[config.mk]
export PLATFORM = sky130hd
export DESIGN_NAME = execute_m
export DESIGN_NICKNAME = d
export VERILOG_FILES = /design/src/rtl/execute_m.sv
export SDC_FILE = /design/constraint.sdc
export NUM_CORES = 2
export LEC_CHECK = 0
export ABC_AREA = 1
export CAP_MARGIN = 20
export CELL_PAD_IN_SITES_DETAIL_PLACEMENT = 1
export CELL_PAD_IN_SITES_GLOBAL_PLACEMENT = 1
export CORE_ASPECT_RATIO = 1.25
export CORE_MARGIN = 1.5
export CORE_UTILIZATION = 48
export DETAILED_ROUTE_END_ITERATION = 8
export GPL_TIMING_DRIVEN = 0
export PLACE_DENSITY = 0.95
export SETUP_SLACK_MARGIN = 0.3
export SLEW_MARGIN = 10
export SYNTH_ARGS = -nofsm -noshare
export SYNTH_HDL_FRONTEND = slang
export SYNTH_SLANG_ARGS = --single-unit
[constraint.sdc]
create_clock -name clk_i -period 9.1 [get_ports clk_i]
set_input_delay 1.365 -clock clk_i [delete_from_list [all_inputs] [get_ports clk_i]]
set_output_delay 1.365 -clock clk_i [all_outputs]
set_load 0.01 [all_outputs]
[src/rtl/execute_m.sv]
// Execute stage: single-cycle ALU with operand forwarding, plus a multi-cycle
// multiplier and restoring divider sequenced by an IDLE/MUL/DIV state machine.
package execute_pkg;
    typedef enum logic [4:0] {
        ALU_ADD, ALU_SUB, ALU_SLL, ALU_SLT, ALU_SLTU, ALU_XOR, ALU_SRL, ALU_SRA,
        ALU_OR, ALU_AND, ALU_ADDI, ALU_LUI,
        ALU_MUL, ALU_MULH, ALU_MULHSU, ALU_MULHU,
        ALU_DIV, ALU_DIVU, ALU_REM, ALU_REMU
    } alu_ctrl_e;
endpackage

module execute_m
    import execute_pkg::*;
#(
    parameter int XLEN     = 32,
    parameter int MUL_LAT  = 2,
    parameter int DIV_BITS = 1
) (
    input  logic            clk_i,
    input  logic            rstn_i,
    input  logic            valid_i,
    input  alu_ctrl_e       op_i,
    input  logic [1:0]      forwardA_i,
    input  logic [1:0]      forwardB_i,
    input  logic [XLEN-1:0] rs1_data_i,
    input  logic [XLEN-1:0] rs2_data_i,
    input  logic [XLEN-1:0] forwM_data_i,
    input  logic [XLEN-1:0] forwW_data_i,
    input  logic [XLEN-1:0] imm_i,
    input  logic [4:0]      rd_addr_i,
    input  logic            flush_i,
    output logic            stall_o,
    output logic            valid_o,
    output logic [XLEN-1:0] rd_data_o,
    output logic [4:0]      rd_addr_o,
    output logic            rd_wr_ena_o
);
    localparam int DIV_CYC = XLEN / DIV_BITS;
    localparam int CW      = $clog2(DIV_CYC);
    localparam int SHW     = $clog2(XLEN);

    typedef enum logic [1:0] {S_IDLE, S_MUL, S_DIV} state_e;

    state_e            r_state;
    logic [CW-1:0]     r_cnt;
    logic [XLEN-1:0]   r_opa;
    logic [XLEN-1:0]   r_opb;
    logic [XLEN-1:0]   r_rem;
    logic [4:0]        r_rd;
    logic              r_mul_hi;
    logic              r_a_sx;
    logic              r_b_sx;
    logic              r_is_rem;
    logic              r_neg_q;
    logic              r_neg_r;
    logic              r_valid;
    logic [XLEN-1:0]   r_rd_data;
    logic [4:0]        r_rd_addr;
    logic              r_wr_ena;

    logic [XLEN-1:0]   w_op_a;
    logic [XLEN-1:0]   w_op_b;
    logic [XLEN-1:0]   w_alu_res;
    logic [XLEN-1:0]   w_special_res;
    logic [XLEN-1:0]   w_min_neg;
    logic              w_is_mul;
    logic              w_is_div;
    logic              w_is_rem_op;
    logic              w_div_signed;
    logic              w_a_neg;
    logic              w_b_neg;
    logic              w_div_zero;
    logic              w_div_ovf;
    logic              w_div_special;
    logic              w_mc_op;
    logic [2*XLEN-1:0] w_mul_a;
    logic [2*XLEN-1:0] w_mul_b;
    logic [2*XLEN-1:0] w_prod;
    logic [XLEN-1:0]   w_mul_res;
    logic [XLEN-1:0]   w_quo_fix;
    logic [XLEN-1:0]   w_rem_fix;
    logic [XLEN-1:0]   w_div_res;

    always_comb begin
        w_op_a = rs1_data_i;
        w_op_b = rs2_data_i;
        case (forwardA_i)
            2'b01:   w_op_a = forwW_data_i;
            2'b10:   w_op_a = forwM_data_i;
            default: w_op_a = rs1_data_i;
        endcase
        case (forwardB_i)
            2'b01:   w_op_b = forwW_data_i;
            2'b10:   w_op_b = forwM_data_i;
            default: w_op_b = rs2_data_i;
        endcase
    end

    always_comb begin
        w_alu_res = '0;
        case (op_i)
            ALU_ADD:  w_alu_res = w_op_a + w_op_b;
            ALU_SUB:  w_alu_res = w_op_a - w_op_b;
            ALU_SLL:  w_alu_res = w_op_a << w_op_b[SHW-1:0];
            ALU_SLT:  w_alu_res = {{(XLEN-1){1'b0}}, ($signed(w_op_a) < $signed(w_op_b))};
            ALU_SLTU: w_alu_res = {{(XLEN-1){1'b0}}, (w_op_a < w_op_b)};
            ALU_XOR:  w_alu_res = w_op_a ^ w_op_b;
            ALU_SRL:  w_alu_res = w_op_a >> w_op_b[SHW-1:0];
            ALU_SRA:  w_alu_res = $unsigned($signed(w_op_a) >>> w_op_b[SHW-1:0]);
            ALU_OR:   w_alu_res = w_op_a | w_op_b;
            ALU_AND:  w_alu_res = w_op_a & w_op_b;
            ALU_ADDI: w_alu_res = w_op_a + imm_i;
            ALU_LUI:  w_alu_res = imm_i;
            default:  w_alu_res = '0;
        endcase
    end

    assign w_is_mul      = op_i inside {ALU_MUL, ALU_MULH, ALU_MULHSU, ALU_MULHU};
    assign w_is_div      = op_i inside {ALU_DIV, ALU_DIVU, ALU_REM, ALU_REMU};
    assign w_is_rem_op   = (op_i == ALU_REM) | (op_i == ALU_REMU);
    assign w_div_signed  = (op_i == ALU_DIV) | (op_i == ALU_REM);
    assign w_a_neg       = w_div_signed & w_op_a[XLEN-1];
    assign w_b_neg       = w_div_signed & w_op_b[XLEN-1];
    assign w_min_neg     = {1'b1, {(XLEN-1){1'b0}}};
    assign w_div_zero    = (w_op_b == '0);
    assign w_div_ovf     = w_div_signed & (w_op_a == w_min_neg) & (&w_op_b);
    assign w_div_special = w_is_div & (w_div_zero | w_div_ovf);
    assign w_mc_op       = w_is_mul | (w_is_div & ~w_div_special);

    // Zero divisor and signed overflow finish in one cycle with fixed results
    always_comb begin
        if (w_div_zero) w_special_res = w_is_rem_op ? w_op_a : '1;
        else            w_special_res = w_is_rem_op ? '0 : w_op_a;
    end

    assign w_mul_a   = {{XLEN{r_a_sx & r_opa[XLEN-1]}}, r_opa};
    assign w_mul_b   = {{XLEN{r_b_sx & r_opb[XLEN-1]}}, r_opb};
    assign w_prod    = w_mul_a * w_mul_b;
    assign w_mul_res = r_mul_hi ? w_prod[2*XLEN-1:XLEN] : w_prod[XLEN-1:0];

    // r_opa doubles as the dividend/quotient shift register during a divide
    logic [XLEN-1:0] w_rem_s [DIV_BITS+1];
    logic [XLEN-1:0] w_quo_s [DIV_BITS+1];
    assign w_rem_s[0] = r_rem;
    assign w_quo_s[0] = r_opa;

    generate
        for (genvar gi = 0; gi < DIV_BITS; gi++) begin : g_div_step
            logic [XLEN:0] w_sh;
            logic [XLEN:0] w_diff;
            logic          w_ge;
            assign w_sh           = {w_rem_s[gi], w_quo_s[gi][XLEN-1]};
            assign w_diff         = w_sh - {1'b0, r_opb};
            assign w_ge           = ~w_diff[XLEN];
            assign w_rem_s[gi+1]  = w_ge ? w_diff[XLEN-1:0] : w_sh[XLEN-1:0];
            assign w_quo_s[gi+1]  = {w_quo_s[gi][XLEN-2:0], w_ge};
        end
    endgenerate

    assign w_quo_fix = r_neg_q ? -w_quo_s[DIV_BITS] : w_quo_s[DIV_BITS];
    assign w_rem_fix = r_neg_r ? -w_rem_s[DIV_BITS] : w_rem_s[DIV_BITS];
    assign w_div_res = r_is_rem ? w_rem_fix : w_quo_fix;

    assign stall_o = rstn_i & ~flush_i &
                     (((r_state == S_IDLE) & valid_i & w_mc_op) |
                      ((r_state != S_IDLE) & (r_cnt != '0)));

    always_ff @(posedge clk_i or negedge rstn_i) begin
        if (!rstn_i) begin
            r_state   <= S_IDLE;
            r_cnt     <= '0;
            r_opa     <= '0;
            r_opb     <= '0;
            r_rem     <= '0;
            r_rd      <= '0;
            r_mul_hi  <= 1'b0;
            r_a_sx    <= 1'b0;
            r_b_sx    <= 1'b0;
            r_is_rem  <= 1'b0;
            r_neg_q   <= 1'b0;
            r_neg_r   <= 1'b0;
            r_valid   <= 1'b0;
            r_rd_data <= '0;
            r_rd_addr <= '0;
            r_wr_ena  <= 1'b0;
        end else begin
            r_valid   <= 1'b0;
            r_rd_data <= '0;
            r_rd_addr <= '0;
            r_wr_ena  <= 1'b0;
            if (flush_i) begin
                r_state <= S_IDLE;
                r_cnt   <= '0;
            end else begin
                case (r_state)
                    S_IDLE: begin
                        if (valid_i) begin
                            if (w_is_mul) begin
                                r_state  <= S_MUL;
                                r_cnt    <= CW'(MUL_LAT - 1);
                                r_opa    <= w_op_a;
                                r_opb    <= w_op_b;
                                r_rd     <= rd_addr_i;
                                r_mul_hi <= (op_i != ALU_MUL);
                                r_a_sx   <= (op_i == ALU_MULH) | (op_i == ALU_MULHSU);
                                r_b_sx   <= (op_i == ALU_MULH);
                            end else if (w_is_div && !w_div_special) begin
                                r_state  <= S_DIV;
                                r_cnt    <= CW'(DIV_CYC - 1);
                                r_opa    <= w_a_neg ? -w_op_a : w_op_a;
                                r_opb    <= w_b_neg ? -w_op_b : w_op_b;
                                r_rem    <= '0;
                                r_rd     <= rd_addr_i;
                                r_is_rem <= w_is_rem_op;
                                r_neg_q  <= w_a_neg ^ w_b_neg;
                                r_neg_r  <= w_a_neg;
                            end else begin
                                r_valid   <= 1'b1;
                                r_rd_data <= w_is_div ? w_special_res : w_alu_res;
                                r_rd_addr <= rd_addr_i;
                                r_wr_ena  <= (rd_addr_i != 5'd0);
                            end
                        end
                    end
                    S_MUL: begin
                        if (r_cnt != '0) begin
                            r_cnt <= r_cnt - 1'b1;
                        end else begin
                            r_state   <= S_IDLE;
                            r_valid   <= 1'b1;
                            r_rd_data <= w_mul_res;
                            r_rd_addr <= r_rd;
                            r_wr_ena  <= (r_rd != 5'd0);
                        end
                    end
                    S_DIV: begin
                        r_opa <= w_quo_s[DIV_BITS];
                        r_rem <= w_rem_s[DIV_BITS];
                        if (r_cnt != '0) begin
                            r_cnt <= r_cnt - 1'b1;
                        end else begin
                            r_state   <= S_IDLE;
                            r_valid   <= 1'b1;
                            r_rd_data <= w_div_res;
                            r_rd_addr <= r_rd;
                            r_wr_ena  <= (r_rd != 5'd0);
                        end
                    end
                    default: r_state <= S_IDLE;
                endcase
            end
        end
    end

    assign valid_o     = r_valid;
    assign rd_data_o   = r_rd_data;
    assign rd_addr_o   = r_rd_addr;
    assign rd_wr_ena_o = r_wr_ena;

endmodule

==> results of run 1 <==
[logic make-up after synthesis]
logic type      Yosys count  share of synthesized area, %
simple gates           3728                         23.72
flops                   153                         5.910
compound gates         1265                         11.42
buf+inv                2563                         15.14
fa+ha+maj              1515                         42.33
mux                       6                       0.09270
xor+xnor                103                         1.392
[cells in the mapped netlist, types with 38 or more instances]
cell                       count
sky130_fd_sc_hd__o21ai_2      49
sky130_fd_sc_hd__buf_2        41
sky130_fd_sc_hd__dfrtp_1     153
sky130_fd_sc_hd__o211ai_1     55
sky130_fd_sc_hd__o21ai_0     447
sky130_fd_sc_hd__buf_1        80
sky130_fd_sc_hd__a21oi_1     343
sky130_fd_sc_hd__nand3_1     429
sky130_fd_sc_hd__nor3_1       54
sky130_fd_sc_hd__o22ai_1      44
sky130_fd_sc_hd__fa_1       1128
sky130_fd_sc_hd__ha_1        387
sky130_fd_sc_hd__xor2_1       76
sky130_fd_sc_hd__nand4_1      81
sky130_fd_sc_hd__o21ai_1      88
sky130_fd_sc_hd__inv_1      2086
sky130_fd_sc_hd__a31oi_1      38
sky130_fd_sc_hd__nand2_1    2512
sky130_fd_sc_hd__clkbuf_1    298
sky130_fd_sc_hd__nor2_1      499
[through the flow]
| stage | setup slack [ns] | cell area [um2] | utilization (%) |
|---|---|---|---|
| 2_1_floorplan | 1.382 | 64790 | - |
| 3_3_place_gp | -1.327 | 69150 | 51.67 |
| 3_5_place_dp | -1.618 | 69450 | 51.90 |
| 4_1_cts | 0.2610 | 71160 | 53.18 |
[repair_timing]
action | CTS
pin swaps | 9
cloned | 0
setup endpoints to repair | 32
buffers inserted | 22
resized for setup | 454
[layer usage]
layer / overflow / track usage (%)
met1: 9 / 71.45
met2: 225 / 92.67
met3: 18 / 56.07
met4: 200 / 74.85
met5: 3 / 24.69
==> results.md, run 1 <==
- Largest net degree at the start of global routing: 91
- Asr flop ratio synth: 100.0%
- First error: [ERROR GRT-0116] Global routing finished with congestion. Check the congestion regions in the DRC Viewer.
- Top cells by area in the synthesized netlist: sky130_fd_sc_hd__fa_1, sky130_fd_sc_hd__nand2_1, sky130_fd_sc_hd__inv_1
- Number of rows in the core area: 150
- EDFF count, synth: 0
- Synthesized instance count: 9333
- Number of buffers created by CTS: 17
- Instance count after placement with tap cells included: 11316
- Number of H-tree branching levels: 4
- Leftover overflow at the end of global routing: 455
- Maximum buffer depth of the clock tree: 2
- Die Span X: 331.6 um
- Syn avg cell area: 6.942 um2
- Vertical extent of the die: 413.8 um
- Top cell type's share of synthesized area: 34.85%
- Combined global-route utilization of all metal layers: 73.16%
- Warnings, synthesis: 0
- RePlAce Congestion: 1.137
- Yosys top cell by area: sky130_fd_sc_hd__fa_1
- Last stage reached: global routing (5_1_grt)
- Sinks on the clock net: 153
- Status: stopped before the end
- Portion of the post-synthesis area used by sequential elements: 5.910%
- Via count of the first global-routing pass: 89981
- Number of storage elements in the synthesis netlist: 153
- Detail Placement HPWL: 337700 um
- Number of buffers inserted by hold repair at cts: 0
- Number of nets in the synthesized netlist: 11026
- First-pass GRT wire length: 723100 um
- Buffers added on ports: 217
- Flip-flop cell with the highest count after synthesis: sky130_fd_sc_hd__dfrtp_1
- Cell area after synthesis: 64790 um2
- Initial core utilization: 48.42%
- Cell variety after synth: 74
- I/O pin count: 218
- Master cell of the clock root buffer: sky130_fd_sc_hd__clkbuf_16
==> run 2, diff against run 1 <==
Settings changed: CELL_PAD_IN_SITES_DETAIL_PLACEMENT 1 to unset, CELL_PAD_IN_SITES_GLOBAL_PLACEMENT 1 to unset, CORE_ASPECT_RATIO 1.25 to unset, CORE_UTILIZATION 48 to 40, PLACE_DENSITY 0.95 to unset, PLACE_DENSITY_LB_ADDON set to 0.15, SETUP_SLACK_MARGIN 0.3 to unset.
==> run 2 against run 1 <==
Against the previous run:
- the flow now finishes, with violations (setup timing)
- synthesized cell count did not move
- area after synthesis unchanged
==> results.md, run 2 <==
- Post-route clock skew: 0.01181 ns
- Yosys top cell by area: sky130_fd_sc_hd__fa_1 (unchanged)
- Total number of vias: 66776
- Critical path start-end classification: register to register
- Syn avg cell area: 6.942 um2 (unchanged)
- Warnings, synthesis: 0 (unchanged)
- Worst reg2reg startpoint: r_opb[27]
- Clock transition at the registers of the reported paths: 0.08 ns
- Combined global-route utilization of all metal layers: 43.73%
- Wire length per cell after detailed routing: 30.60 um
- Largest net degree at the start of global routing: 106
- Most common cell on crit path: sky130_fd_sc_hd__fa_1
- Critical path arrival: 9.45 ns
- Antenna viol nets, final: 0
- Most instantiated cells after synthesis: sky130_fd_sc_hd__nand2_1, sky130_fd_sc_hd__inv_1, sky130_fd_sc_hd__fa_1 (unchanged)
- Insertion delay of the later-clocked pin in the worst-skew pair: 0.46 ns
- Cell type group with the largest total delay on the critical path: adder cells
- Worst relative slew slack: 9.073%
- Most common library cell in the layout ignoring fill and taps: sky130_fd_sc_hd__nand2_1
- Period utilisation layout: 100.3%
- Hold slack final: 0.4969 ns
- Most frequent cell after synthesis: sky130_fd_sc_hd__nand2_1 (unchanged)
- Worst setup path startpoint: r_opb[27]
- Least-Margin Pin Slew: 1.364 ns
- Detail Placement HPWL: 310200 um (was 337700 um)
- Max Fanout on Critical Path: 10
- Floorplan die area: 164400 um2
- Cell variety after synth: 74 (unchanged)
- Cell area after synthesis: 64790 um2 (unchanged)
- Count of maximum capacitance violations: 0
- Via count of the first global-routing pass: 66485
- Max stage delay cell, worst path: sky130_fd_sc_hd__dfrtp_1
- Top cell type's share of synthesized area: 34.85% (unchanged)
- Status: complete, but fails checks (was stopped before the end)
- I/O pin count: 218 (unchanged)
- Buffers added on ports: 217 (unchanged)
- Worst Hold Endpoint: r_rd[2]
- Post-placement worst setup slack: -1.880 ns (was -1.618 ns)
- Number of nets in the synthesized netlist: 11026 (unchanged)
- Final hold violation count: 0
- Post-route DRC: 0
- Pins Over Slew Limit: 0
- Number of buffers created by CTS: 17 (unchanged)
- Detailed-router iteration count before antenna repair: 6
- Req. time, crit path: 9.42 ns
- Type of the most critical hold path: register to register
- Master cell of the clock root buffer: sky130_fd_sc_hd__clkbuf_16 (unchanged)
- Initial antenna violation count: 23
- RSZ-0062 raised after global routing: true
- Kind of launch point of the worst setup path: register
- Time the final worst path needs with I/O delays and setup: 9.125 ns
- Delay of the slowest cell on the worst path: 0.91 ns
- Routed wire length: 361000 um
- Hold path cells: 2
- Fin area: 72110 um2
- Final number of setup-violating endpoints: 1
- Register-to-register setup slack: -0.02 ns
- Register-to-Register Path Depth: 29
- Portion of the post-synthesis area used by sequential elements: 5.910% (unchanged)
- Post-Place Cell Area: 70460 um2 (was 69450 um2)
- Combined buffer and inverter count along the critical path: 7
- Iteration-0 DRC Markers: 7117
- Vertical extent of the die: 405.5 um (was 413.8 um)
- Worst Setup Slack, final: -0.02477 ns
- Crit end category: register
- Initial core utilization: 40.30% (was 48.42%)
- Area Overhead vs Synth: 11.30%
- Number of H-tree branching levels: 4 (unchanged)
- First-pass GRT wire length: 501800 um
- Floorplan core area: 160800 um2
- Highest-count cells in the layout ignoring fill and taps: sky130_fd_sc_hd__nand2_1, sky130_fd_sc_hd__inv_1, sky130_fd_sc_hd__fa_1
- Maximum clock frequency: 109.6 MHz
- Final layout net count: 11306
- End of the worst register-to-register path: rd_data_o[22]
- Share of the core filled with cells: 44.86%
- Asr flop ratio synth: 100.0% (unchanged)
- Number of buffers inserted by hold repair at cts: 0 (unchanged)
- Number of rows in the core area: 147 (was 150)
- Worst hold start: r_rd[2]
- Leftover overflow at the end of global routing: 0
- Synthesized instance count: 9333 (unchanged)
- EDFF count, synth: 0 (unchanged)
- Violations in the final reports: setup timing
- TritonCTS clock tree: done
- Top cells by area in the synthesized netlist: sky130_fd_sc_hd__fa_1, sky130_fd_sc_hd__nand2_1, sky130_fd_sc_hd__inv_1 (unchanged)
- Number of storage elements in the synthesis netlist: 153 (unchanged)
- RePlAce Congestion: 1.099 (was 1.137)
- Post-detailed-route via-to-cell ratio: 5.660
- Maximum buffer depth of the clock tree: 2 (unchanged)
- Flip-flop cell with the highest count after synthesis: sky130_fd_sc_hd__dfrtp_1 (unchanged)
- Sinks on the clock net: 153 (unchanged)
- Die Span X: 405.5 um (was 331.6 um)
- Share of post-route cells with drive strength above 1: 7.064%
run 2: cell families after synthesis:
logic type / share of synthesized area [%]
and+or+nand+nor: 23.72
xor gates and xnor gates: 1.392
AOI/OAI and AO/OA: 11.42
buffers and inverters: 15.14
DFF: 5.910
muxes: 0.09270
adders and majority gates: 42.33
run 2: repair_timing:
item	4_1_cts	5_1_grt
gates resized for setup	223	234
setup endpoints to repair	32	30
pin swaps	4	4
buffers inserted	28	17
run 2: routing by layer:
layer  routed length (um)  up-vias  part of all wire [%]  global-route usage (%)
li1                     -    28804                     -                       -
met1               137600    33393                    38                   54.74
met2               157500     3676                    44                   67.76
met3                37290      885                    10                   10.53
met4                28390       18                   7.9                   27.39
met5                  184        -                 0.051                       0
run 2: cell type report:
| cell class | instances | area, um2 |
|---|---|---|
| Multi-Input combinational cell | 6617 | 51600 |
| Tap cell | 2160 | 2703 |
| Antenna cell | 11 | 27.53 |
| Clock buffer | 17 | 425.4 |
| Fill cell | 17164 | 88640 |
| Sequential cell | 153 | 3877 |
| Buffer | 390 | 1953 |
| Inverter | 2119 | 8031 |
| Clock inverter | 15 | 180.2 |
| Timing Repair Buffer | 315 | 3311 |
run 2: worst max path at each step:
stage / to / slack, ns / cells past startpoint
floorplan: rd_data_o[31] / 1.38 / 28
global placement: rd_data_o[31] / -1.86 / 28
detailed placement: rd_data_o[31] / -1.88 / 30
CTS: rd_data_o[11] / 0.001 / 32
global route: rd_data_o[30] / -0.06 / 33
finish: rd_data_o[22] / -0.02 / 29
run 2: tightest hold or removal path: stages (launching register included):
cell and delay [ns]:
sky130_fd_sc_hd__dfrtp_1 0.36, sky130_fd_sc_hd__nand2_1 0.06, sky130_fd_sc_hd__nand2_1 0.05
run 2: through the flow:
| stage | TNS [ns] | cells |
|---|---|---|
| 2_1_floorplan | 0 | 9333 |
| 3_3_place_gp | -47.17 | 11710 |
| 3_5_place_dp | -36.61 | 11761 |
| 4_1_cts | 0 | 11779 |
| 5_1_grt | -0.08276 | 11786 |
| 6_report | -0.02477 | 11797 |
Power of run 2 is not shown: default switching activity piles up to over one toggle a cycle in this logic, so the estimate is an artifact.
